$ cat src/rtl/outport_sw_alloc_pkg.sv
// Shared types and helpers for the per-output-port switch allocator.
package outport_sw_alloc_pkg;

    typedef enum logic {
        IDLE   = 1'b0,
        LOCKED = 1'b1
    } alloc_state_e;

    // Credit counters must be able to hold the value DEPTH itself.
    function automatic int cred_width(input int depth);
        return $clog2(depth + 1);
    endfunction

endpackage

$ cat src/rtl/outport_sw_alloc_rr_pick.sv
// Combinational round-robin picker: first set bit of elig at or after ptr, wrapping mod PORTS.
module rr_pick #(
    parameter int PORTS = 5,
    parameter int PW    = (PORTS > 1) ? $clog2(PORTS) : 1
) (
    input  logic [PORTS-1:0] elig,
    input  logic [PW-1:0]    ptr,
    output logic [PORTS-1:0] win
);

    logic          found;
    logic [PW-1:0] idx;

    always_comb begin
        win   = '0;
        found = 1'b0;
        idx   = '0;
        for (int k = 0; k < PORTS; k++) begin
            if (int'(ptr) + k >= PORTS) begin
                idx = PW'(int'(ptr) + k - PORTS);
            end else begin
                idx = PW'(int'(ptr) + k);
            end
            if (!found && elig[idx]) begin
                win[idx] = 1'b1;
                found    = 1'b1;
            end
        end
    end

endmodule

$ cat src/rtl/outport_sw_alloc.sv
// Per-output-port switch allocator: round-robin arbitration, wormhole lock, per-VC credit gating.
module outport_sw_alloc
    import outport_sw_alloc_pkg::*;
#(
    parameter int PORTS  = 5,
    parameter int VCHW   = 2,
    parameter int DEPTH  = 4,
    parameter int OUT_ID = 0
) (
    input  logic               clk,
    input  logic               rst_,
    input  logic [PORTS-1:0]   req,
    input  logic [PORTS*VCHW-1:0] vch,
    input  logic [PORTS-1:0]   tail,
    input  logic               cred_ret,
    input  logic [VCHW-1:0]    cred_vch,
    output logic [PORTS-1:0]   sel,
    output logic [PORTS-1:0]   grt,
    output logic [VCHW-1:0]    ovch,
    output logic               locked,
    output logic               cred_err
);

    localparam int NVCH = 2 ** VCHW;
    localparam int PW   = (PORTS > 1) ? $clog2(PORTS) : 1;
    localparam int CW   = cred_width(DEPTH);

    if (OUT_ID < 0 || OUT_ID >= PORTS) begin : g_bad_out_id
        $error("outport_sw_alloc: OUT_ID out of range");
    end

    alloc_state_e   state_q, state_d;
    logic [PW-1:0]  rr_ptr_q, rr_ptr_d;
    logic [PW-1:0]  owner_q, owner_d;
    logic [VCHW-1:0] lvc_q, lvc_d;
    logic [CW-1:0]  cred_q [NVCH];
    logic [CW-1:0]  cred_d [NVCH];
    logic           cred_err_q, cred_err_d;

    logic [VCHW-1:0]  vch_arr [PORTS];
    logic [NVCH-1:0]  cred_avail;
    logic [PORTS-1:0] elig;
    logic [PORTS-1:0] pick;
    logic [PW-1:0]    win_idx;
    logic [PORTS-1:0] grant;
    logic [VCHW-1:0]  gvc;
    logic [PW-1:0]    gidx;
    logic             granted;

    always_comb begin
        cred_avail = '0;
        elig       = '0;
        for (int v = 0; v < NVCH; v++) begin
            cred_avail[v] = (cred_q[v] != '0);
        end
        for (int i = 0; i < PORTS; i++) begin
            vch_arr[i] = vch[i*VCHW +: VCHW];
            elig[i]    = req[i] && cred_avail[vch_arr[i]];
        end
    end

    rr_pick #(
        .PORTS (PORTS),
        .PW    (PW)
    ) u_rr_pick (
        .elig (elig),
        .ptr  (rr_ptr_q),
        .win  (pick)
    );

    always_comb begin
        win_idx = '0;
        for (int i = 0; i < PORTS; i++) begin
            if (pick[i]) begin
                win_idx = PW'(i);
            end
        end
    end

    // While locked only the owner on its locked VC may be granted; vch is ignored.
    always_comb begin
        grant = '0;
        gvc   = '0;
        gidx  = '0;
        if (state_q == IDLE) begin
            grant = pick;
            gvc   = vch_arr[win_idx];
            gidx  = win_idx;
        end else if (req[owner_q] && cred_avail[lvc_q]) begin
            grant[owner_q] = 1'b1;
            gvc            = lvc_q;
            gidx           = owner_q;
        end
        if (rst_) begin
            grant = '0;
        end
        granted = |grant;
        sel     = grant;
        grt     = grant;
        ovch    = granted ? gvc : '0;
    end

    always_comb begin
        state_d  = state_q;
        rr_ptr_d = rr_ptr_q;
        owner_d  = owner_q;
        lvc_d    = lvc_q;
        if (granted) begin
            if (tail[gidx]) begin
                state_d  = IDLE;
                rr_ptr_d = (gidx == PW'(PORTS - 1)) ? '0 : gidx + PW'(1);
            end else if (state_q == IDLE) begin
                state_d = LOCKED;
                owner_d = gidx;
                lvc_d   = gvc;
            end
        end
    end

    // A send and a return on the same VC cancel out; a return at DEPTH is an upstream bug.
    always_comb begin
        cred_err_d = cred_err_q;
        for (int v = 0; v < NVCH; v++) begin
            cred_d[v] = cred_q[v];
            if (cred_ret && (cred_vch == VCHW'(v)) && !(granted && (gvc == VCHW'(v)))) begin
                if (cred_q[v] == CW'(DEPTH)) begin
                    cred_err_d = 1'b1;
                end else begin
                    cred_d[v] = cred_q[v] + CW'(1);
                end
            end else if (granted && (gvc == VCHW'(v)) && !(cred_ret && (cred_vch == VCHW'(v)))) begin
                cred_d[v] = cred_q[v] - CW'(1);
            end
        end
    end

    always_ff @(posedge clk) begin
        if (rst_) begin
            state_q    <= IDLE;
            rr_ptr_q   <= '0;
            owner_q    <= '0;
            lvc_q      <= '0;
            cred_err_q <= 1'b0;
            for (int v = 0; v < NVCH; v++) begin
                cred_q[v] <= CW'(DEPTH);
            end
        end else begin
            state_q    <= state_d;
            rr_ptr_q   <= rr_ptr_d;
            owner_q    <= owner_d;
            lvc_q      <= lvc_d;
            cred_err_q <= cred_err_d;
            for (int v = 0; v < NVCH; v++) begin
                cred_q[v] <= cred_d[v];
            end
        end
    end

    assign locked   = (state_q == LOCKED);
    assign cred_err = cred_err_q;

endmodule

$ cat config.mk
export PLATFORM = sky130hd
export DESIGN_NAME = outport_sw_alloc
export DESIGN_NICKNAME = d
export VERILOG_FILES = /design/src/rtl/outport_sw_alloc_pkg.sv /design/src/rtl/outport_sw_alloc_rr_pick.sv /design/src/rtl/outport_sw_alloc.sv
export SDC_FILE = /design/constraint.sdc
export NUM_CORES = 1
export LEC_CHECK = 0
export BUFFER_PORTS_ARGS = -buffer_cell sky130_fd_sc_hd__buf_2
export CORE_ASPECT_RATIO = 0.5
export CORE_MARGIN = 2
export CORE_UTILIZATION = 55
export DETAILED_ROUTE_END_ITERATION = 8
export PLACE_DENSITY = 0.79
export SYNTH_ARGS = -nofsm -noshare
export SYNTH_HDL_FRONTEND = slang
export SYNTH_SLANG_ARGS = --single-unit
$ cat constraint.sdc
create_clock -name clk -period 4.8 [get_ports clk]
set_input_delay 0.24 -clock clk [delete_from_list [all_inputs] [get_ports clk]]
set_output_delay 0.24 -clock clk [all_outputs]
set_load 0.03 [all_outputs]
==> metrics <==
1st-pass router iterations 5; total count of max-transition violations in the final report 0; # H-tree levels 1; Avg Vias per Cell 6.286; die width 116.6 microns; final wirelength 11.47 mm; number of antenna-violating nets in the routed design 0; standard-cell row count 20; Total Nets Final 585; maximum frequency from static timing analysis 210.3 MHz; first-pass GRT wire length 16.59 mm; worst hold slack across all endpoints 0.4187 ns; remaining routing DRC violations 0; total setup violations reported at the end of the flow 0; critical path fanouts, max 6; type of the tightest min-delay check input pin to flip-flop; fraction of layout instances using a drive strength above 1 0.4063; TritonCTS clock tree yes; count of routing violations after the opening detailed-route iteration 393; vias in the first global route 3479; worst slew pin tran 0.5506 ns; count of buffers from port buffering 38; global router's overall resource usage 0.3026; final design utilization 0.7740; synthesized netlist cell count 453; synthesized area per cell 7.698 sq um; Unique masters post-synth 96; clock-pin slew of the registers on the worst-case setup and hold paths 0.07 ns; post-layout minimum cycle time 4.756 ns; number of buffers added by the clock tree synthesis step 3; Root Driver clkbuf_16; post-placement worst setup slack -0.09938 ns; Antenna Cells 0; weighted congestion reported at the end of routability-driven placement 1.004; worst-case headroom to the max-slew limit 0.6312; final HPWL from detailed placement 8.304 mm; Die Area 7032 sq um; Req. time, crit path 4.96 ns; Synth Net Count 493; synthesis-to-finish area growth 35.52%; minimum setup slack in the final design 0.04446 ns; initial standard-cell utilization of the core 0.5711; clock skew 0.001743 ns; clk sink count 22; number of top-level pins 39; Async SR Flop Fraction 0; flip-flop and latch count after synthesis 22; clock latency on the worst-skew pair 0.27 ns; routed length per instance 18.14 microns; number of enable flip-flop cells after synthesis 0; number of hold buffers added after CTS 0; area of all placed cells without fillers 4726 sq um; worst hold path cell count 2; portion of the post-synthesis area used by sequential elements 0.1263; largest net degree at the start of global routing 26; Max Cap Viol 0; area of placed instances 4174 sq um; total grt overflow 0; kind of end point of the critical path flip-flop; number of antenna violations at the first check in global routing 0; length in cells of the worst reg-to-reg path 23; count of yosys warnings during synthesis 0; top flip-flop cell by instance count after synthesis dfxtp_1; maximum count of clock buffers along a single path 2; result of the run finished, final reports clean; via count 3973; summed instance area of the synthesized netlist 3487 sq um; Crit Path Category flip-flop to flip-flop; ratio of final minimum period to clock period 0.9907; Final Hold Vio Count 0; die span in y 60.31 microns; area of the core region 6106 sq um; Worst Path Arrival 4.91 ns; type of origin of the critical path flip-flop
## cell families after synthesis
kind of cell | share of synthesized area
simple gates | 0.3333
fa+ha+maj | 0.06459
buf+inv | 0.06925
compound gates | 0.3136
mux | 0.08539
flops | 0.1263
xor+xnor | 0.007536
## flip-flops by register name (all words and copies together) (netlist names)
signal    cells
locked        1
rr_ptr_q      3
lvc_q         2
cred_q       12
cred_err      1
owner_q       3
## worst max-delay path: stages (launching register included)
cell and delay, ns:
dfxtp_4 0.36, inv_6 0.07, ha_4 0.13, inv_1 0.05, fa_2 0.42, or4_4 0.51
a211oi_2 0.27, buf_4 0.16, a221oi_4 0.04, a22oi_1 0.19, nand4_1 0.19, buf_4 0.18
buf_4 0.13, nand3_2 0.08, inv_1 0.08, o21a_1 0.24, a31oi_4 0.25, buf_6 0.15
nor3_4 0.04, or2_4 0.25, fa_2 0.41, nand2_1 0.07, a21oi_1 0.07, o31a_1 0.30
## Yosys cell counts (6+ instances only)
library cell  count  area, sq um
nand4_1           6        37.54
nor2_1           42        157.7
nand2b_1          8        50.05
and3_1            6        37.54
nand3_1           8        40.04
dfxtp_1          22        440.4
or4_1             6        45.04
a31oi_1           7        43.79
ha_1             10        125.1
nor4_1            8        50.05
clkbuf_1          9        33.78
nand2_1          39        146.4
o22ai_1           9        56.30
or2_2             6        37.54
and2_1            9        56.30
nor3_1           12        60.06
nor2b_1          15        93.84
a21oi_1          20        100.1
o21ai_0          13        65.06
inv_1            24        90.09
buf_2             6        30.03
buf_4             8        60.06
mux2i_1          19        190.2
## cells in the final DEF (no fill, tap or decap), types with 5 or more instances in the layout
master / synthesis / final
nand3b_1: 5 / 5
nand2b_1: 8 / 7
a21oi_1: 20 / 16
o22ai_1: 9 / 8
dfxtp_1: 22 / 20
ha_4: 0 / 6
nand3_1: 8 / 7
mux2i_1: 19 / 16
nor2b_1: 15 / 12
nand4_1: 6 / 6
and2_1: 9 / 6
nand2_1: 39 / 38
nor2_1: 42 / 40
nor3_1: 12 / 9
nor4_1: 8 / 8
buf_4: 8 / 67
or3_1: 5 / 5
o21ai_0: 13 / 8
buf_2: 6 / 38
inv_1: 24 / 22
and3_1: 6 / 6
## per-layer routing
| metal | vias up | track usage | routed length, microns |
|---|---|---|---|
| li1 | 1899 | - | - |
| met1 | 1843 | 0.3996 | 4897 |
| met2 | 192 | 0.5307 | 5560 |
| met3 | 39 | 0.03245 | 679 |
| met4 | 0 | 0.09580 | 327 |
| met5 | - | 0 | 0 |
## through the flow
stage	setup TNS [ns]	std cells
floorplan	-0.001159	453
global placement	-0.09664	612
detailed placement	-0.4115	612
CTS	0	617
global route	-0.1033	632
finish	0	632
## repair_timing
item,in CTS,in global routing
pin swaps,1,28
resized for setup,8,67
setup endpoints to repair,5,10
endpoints found under the hold margin,0,0
buffers inserted,1,15
## final timing paths
check        slack (ns)         from           end
max reg2reg        0.04  rr_ptr_q[0]  cred_q[2][1]
max                0.04  rr_ptr_q[0]  cred_q[2][1]
min reg2reg        0.51     lvc_q[1]      lvc_q[1]
min                0.42         rst_        locked
## cell type report
type / count / area (sq um)
fill: 445 / 1380
timing repair buffer: 111 / 773.2
clock buffer: 4 / 100.1
multi-input combinational: 382 / 3183
sequential: 22 / 447.9
inverter: 25 / 111.4
tap: 88 / 110.1
Power is not shown: default switching activity piles up to over one toggle a cycle in this logic, so the estimate is an artifact.
